### config.mk
export PLATFORM = sky130hd
export DESIGN_NAME = c4_move_rx
export DESIGN_NICKNAME = d
export VERILOG_FILES = /design/src/rtl/c4_move_rx.sv
export SDC_FILE = /design/constraint.sdc
export NUM_CORES = 1
export LEC_CHECK = 0
export BUFFER_PORTS_ARGS = -buffer_cell sky130_fd_sc_hd__buf_2
export CAP_MARGIN = 20
export CORE_ASPECT_RATIO = 0.75
export CORE_MARGIN = 2
export CORE_UTILIZATION = 53
export CTS_BUF_LIST = sky130_fd_sc_hd__clkbuf_2 sky130_fd_sc_hd__clkbuf_4 sky130_fd_sc_hd__clkbuf_8
export DETAILED_ROUTE_END_ITERATION = 7
export PLACE_DENSITY = 0.75
export SLEW_MARGIN = 5
export SYNTH_ARGS = -nofsm -noshare
export SYNTH_HDL_FRONTEND = slang
export SYNTH_SLANG_ARGS = --single-unit
export TNS_END_PERCENT = 50
### constraint.sdc
create_clock -name clk -period 5.11 [get_ports clk]
set_clock_uncertainty 0.15 [all_clocks]
set_input_delay 0.2555 -clock clk [delete_from_list [all_inputs] [get_ports clk]]
set_output_delay 0.2555 -clock clk [all_outputs]
set_load 0.05 [all_outputs]
### src/rtl/c4_move_rx.sv
// c4_move_rx: synchronise and debounce the host column strobe, range-check it, and queue moves for the core.
// Define MOVE_ECHO_EN to add the echo_col/echo_vld readback of the last accepted column.
module c4_move_rx #(
    parameter int COLS = 7,
    parameter int DEBOUNCE = 4,
    parameter int DEPTH = 4
) (
    input  logic       clk,
    input  logic       rst_n,
    input  logic       ena,
    input  logic       pin_strb,
    input  logic [2:0] pin_col,
    output logic       move_valid,
    output logic [2:0] move_col,
    input  logic       move_ready,
    output logic       host_busy,
    output logic       err_col,
    output logic       dropped,
    output logic [2:0] echo_col,
    output logic       echo_vld
);
    localparam int CW = $clog2(DEBOUNCE + 1);
    localparam int AW = $clog2(DEPTH);
    localparam int NW = $clog2(DEPTH + 1);
    localparam logic [CW-1:0] ONE = CW'(1);
    localparam logic [CW-1:0] DB = CW'(DEBOUNCE);
    localparam logic [NW-1:0] FULL = NW'(DEPTH);

    typedef enum logic [1:0] {IDLE, RISE, HOLD} state_t;

    state_t state, state_n;
    logic [CW-1:0] cnt, cnt_n;
    logic strb_s1, strb_s2;
    logic [2:0] col_s1, col_s2;
    logic [2:0] mem [DEPTH];
    logic [AW-1:0] wptr, rptr;
    logic [NW-1:0] count, count_n;
    logic qualify, bad_col, pop, push, drop;

    always_comb begin
        state_n = state;
        cnt_n = cnt;
        qualify = 1'b0;
        if (!ena) begin
            state_n = IDLE;
            cnt_n = '0;
        end else begin
            case (state)
                IDLE: if (strb_s2) begin
                    state_n = RISE;
                    cnt_n = ONE;
                end
                RISE: if (!strb_s2) begin
                    state_n = IDLE;
                    cnt_n = '0;
                end else if (cnt == DB) begin
                    qualify = 1'b1;
                    state_n = HOLD;
                    cnt_n = '0;
                end else begin
                    cnt_n = cnt + ONE;
                end
                HOLD: if (strb_s2) begin
                    cnt_n = '0;
                end else if (cnt + ONE == DB) begin
                    state_n = IDLE;
                    cnt_n = '0;
                end else begin
                    cnt_n = cnt + ONE;
                end
                default: begin
                    state_n = IDLE;
                    cnt_n = '0;
                end
            endcase
        end
    end

    // A full FIFO still accepts a push when the head leaves in the same cycle.
    assign bad_col = int'(col_s2) >= COLS;
    assign move_valid = count != '0;
    assign pop = move_valid & move_ready;
    assign push = qualify & !bad_col & ((count != FULL) | pop);
    assign drop = qualify & !bad_col & !push;
    assign count_n = count + NW'(push) - NW'(pop);
    assign move_col = move_valid ? mem[rptr] : '0;

    always_ff @(posedge clk) begin
        if (!rst_n) begin
            strb_s1 <= 1'b0;
            strb_s2 <= 1'b0;
            col_s1 <= '0;
            col_s2 <= '0;
            state <= IDLE;
            cnt <= '0;
            wptr <= '0;
            rptr <= '0;
            count <= '0;
            host_busy <= 1'b0;
            err_col <= 1'b0;
            dropped <= 1'b0;
        end else begin
            strb_s1 <= pin_strb;
            strb_s2 <= strb_s1;
            col_s1 <= pin_col;
            col_s2 <= col_s1;
            state <= state_n;
            cnt <= cnt_n;
            wptr <= wptr + AW'(push);
            rptr <= rptr + AW'(pop);
            count <= count_n;
            host_busy <= count_n == FULL;
            err_col <= qualify & bad_col;
            dropped <= drop;
        end
    end

    always_ff @(posedge clk) begin
        if (push) mem[wptr] <= col_s2;
    end

`ifdef MOVE_ECHO_EN
    always_ff @(posedge clk) begin
        if (!rst_n) begin
            echo_col <= '0;
            echo_vld <= 1'b0;
        end else if (push) begin
            echo_col <= col_s2;
            echo_vld <= 1'b1;
        end
    end
`else
    assign echo_col = '0;
    assign echo_vld = 1'b0;
`endif
endmodule
==> flow_metrics.tcl <==
set metrics [dict create \
    synthFlopType "dfxtp_1" \
    synth_edf_count 12 \
    ys_async_sr_fraction_pct 0 \
    crit_arrival_ns 2.66 \
    path_clk_slew_ns 0.07 \
    ir_worst_vdd_mv 0.222 \
    antenna_left 0 \
    num_vias 885 \
    slew_violations 0 \
    dieWidth_um 65.5 \
    grt_pass1_wl_um 3640 \
    start_kind "flop" \
    yosysMostFrequentCell "dfxtp_1" \
    drc 0 \
    yosys.area_share.simple_pct 22.5 \
    grt_max_degree 20 \
    synth_top_area_share_pct 30.6 \
    synth_top_family_by_area "simple AND/OR/NAND/NOR gates" \
    routedWlPerCell_um 12.0 \
    leakagePower_nw 0.706 \
    final-setup-viol-count 0 \
    max_cap_viol_count 0 \
    antennaDiodeCount 0 \
    synth_warnings 0 \
    synthDistinctLibCells 34 \
    cts_tree "yes" \
    antenna_found_initial 0 \
    syn-cell-area_mm2 0.00150 \
    setup_tns_ns 0 \
    ctsLongestPathBuffers 2 \
    design.core.area_mm2 0.00266 \
    hpwl_um 1610 \
    syn_inst 124 \
    via_per_inst 4.94 \
    yosysSeqAreaShare_pct 54.6 \
    synth.area.top_cells "dfxtp_1 (31%), edfxtp_1 (24%), and2_1 (7.5%)" \
    port_buffers 14 \
    cts.htree.levels 2 \
    hold_path_class "in2reg" \
    status "completed" \
    postCtsHoldBufs 0 \
    postCtsSetupBuffers 0 \
    overflow 0 \
    pin_count 19 \
    synth_compound_area_share_pct 3.91 \
    gp_congestion 0.908 \
    drtPass1Iterations 4 \
    rows 16 \
    synthTopCellsByCount "dfxtp_1 (23), and2_1 (18), edfxtp_1 (12)" \
    p_total_w 0.000765 \
    start_util_pct 56.5 \
    synthXorXnorAreaFrac_pct 2.33 \
    critical_path_class "reg2reg" \
    fp.dieArea_mm2 0.00328 \
    die_h_um 50.1 \
    yosysTopAreaCell "dfxtp_1" \
    numClockSinks 35 \
    synthAdderAreaFrac_pct 7.15 \
    clock_latency_ns 0.29 \
    worst_slack_ns 2.51 \
    p_per_area_mw_per_mm2 456 \
    path_max_fanout 4 \
    cts_root_buffer "clkbuf_8" \
    area_growth_pct 11.6 \
    dr.first_iter.drc_count 32 \
    critPathRequiredTime_ns 5.17 \
    post_cts_resized 0 \
    fin_crit_ns 2.60 \
    hold_violations 0 \
    max_freq_mhz 385 \
    routed_wl_um 2150 \
    synth-seq-cells 35 \
    fin_crit_sh_pct 50.9 \
    placed_area_mm2 0.00159 \
    final_nets 158 \
    syn_area_per_cell_um2 12.1 \
    drive_above_1_share_pct 25.2 \
    end_kind "flop" \
    rsz0062_at_grt "false" \
    grt_pass1_vias 807 \
    stdcell_area_mm2 0.00168 \
    grt_usage_pct 15.8 \
    pre_cts_ws_ns 2.48 \
    muxShareOfSynthArea_pct 4.49 \
    cts_buffers 5 \
]
## flip-flops by register name, indices dropped and copies added, names as in the netlist
register,flops
cnt,3
col_s1,3
host_busy,1
wptr,2
col_s2,3
dropped,1
count,3
state,2
strb_s1,1
err_col,1
mem,12
rptr,2
strb_s2,1
## kinds of logic (layout without fill, tap and decap cells)
group / count (synthesis) / count (layout)
and+or+nand+nor: 52 / 52
DFF: 35 / 35
buffers and inverters: 13 / 29
adders and majority gates: 8 / 8
AOI/OAI and AO/OA: 8 / 8
xor gates and xnor gates: 4 / 4
muxes: 3 / 3
other: 1 / 4
## final cells by class
| type | instances | area (um2) |
|---|---|---|
| clock inverter | 1 | 3.75 |
| clock buffer | 7 | 90.1 |
| fill | 207 | 983 |
| timing repair buffer | 14 | 70.1 |
| sequential | 35 | 821 |
| tap | 36 | 45.0 |
| inverter | 7 | 26.3 |
| multi-input combinational | 79 | 623 |
## metrics by stage
step	util [%]	hold slack, ns	std cells
after floorplan	-	0.224	127
after global placement	59.5	0.264	171
after detailed placement	59.5	0.267	171
after CTS	63.1	0.0156	179
after global routing	63.1	0.0179	179
final	63.1	0.0220	179
## worst max-delay path, cell delays in order (launching register included)
cell and delay [ns]:
dfxtp_1 0.33, inv_1 0.06, ha_1 0.18, nand3_1 0.15, nor3_4 0.22, nand2b_2 0.17, o21ai_0 0.08, ha_1 0.20
fa_1 0.37, xor2_1 0.17, xnor2_1 0.13, and2_1 0.15, nor3b_1 0.17
## routing by layer
metal | up-vias | share of wire, % | track usage [%]
met5 | - | 0 | 0
met1 | 406 | 48 | 19.1
met2 | 21 | 44 | 23.5
met3 | 3 | 6.3 | 6.05
met4 | 0 | 1.5 | 10.4
li1 | 455 | - | -
## power breakdown
group | internal, W | switching, W
Clock | 0.000113 | 0.0000905
Combinational | 0.0000911 | 0.000141
Sequential | 0.000308 | 0.0000211
Total | 0.000512 | 0.000252
## cells in the final DEF (no fill, tap or decap), types with 2 or more instances in the layout
master and n:
and2_1 18, a21oi_1 2, edfxtp_1 12, nand3_1 2
o32a_2 2, ha_1 7, o21ai_0 2, nor2b_1 3
and3_2 3, xor2_1 3, inv_1 6, nor2_1 6
nor3_1 2, nand2_1 6, dfxtp_1 23, nand2b_2 2
mux4_2 3, nor3b_1 3, conb_1 4, buf_2 14
clkbuf_8 6
## final timing paths
kind              slack [ns]        from  cells past startpoint         to
hold reg to reg         0.28     strb_s1                      1    strb_s2
hold / removal          0.02  pin_col[1]                      2  col_s1[1]
setup / recovery        2.51      cnt[0]                     12  host_busy
setup reg to reg        2.51      cnt[0]                     12  host_busy
Note: power is estimated with default switching activity, not from simulation.
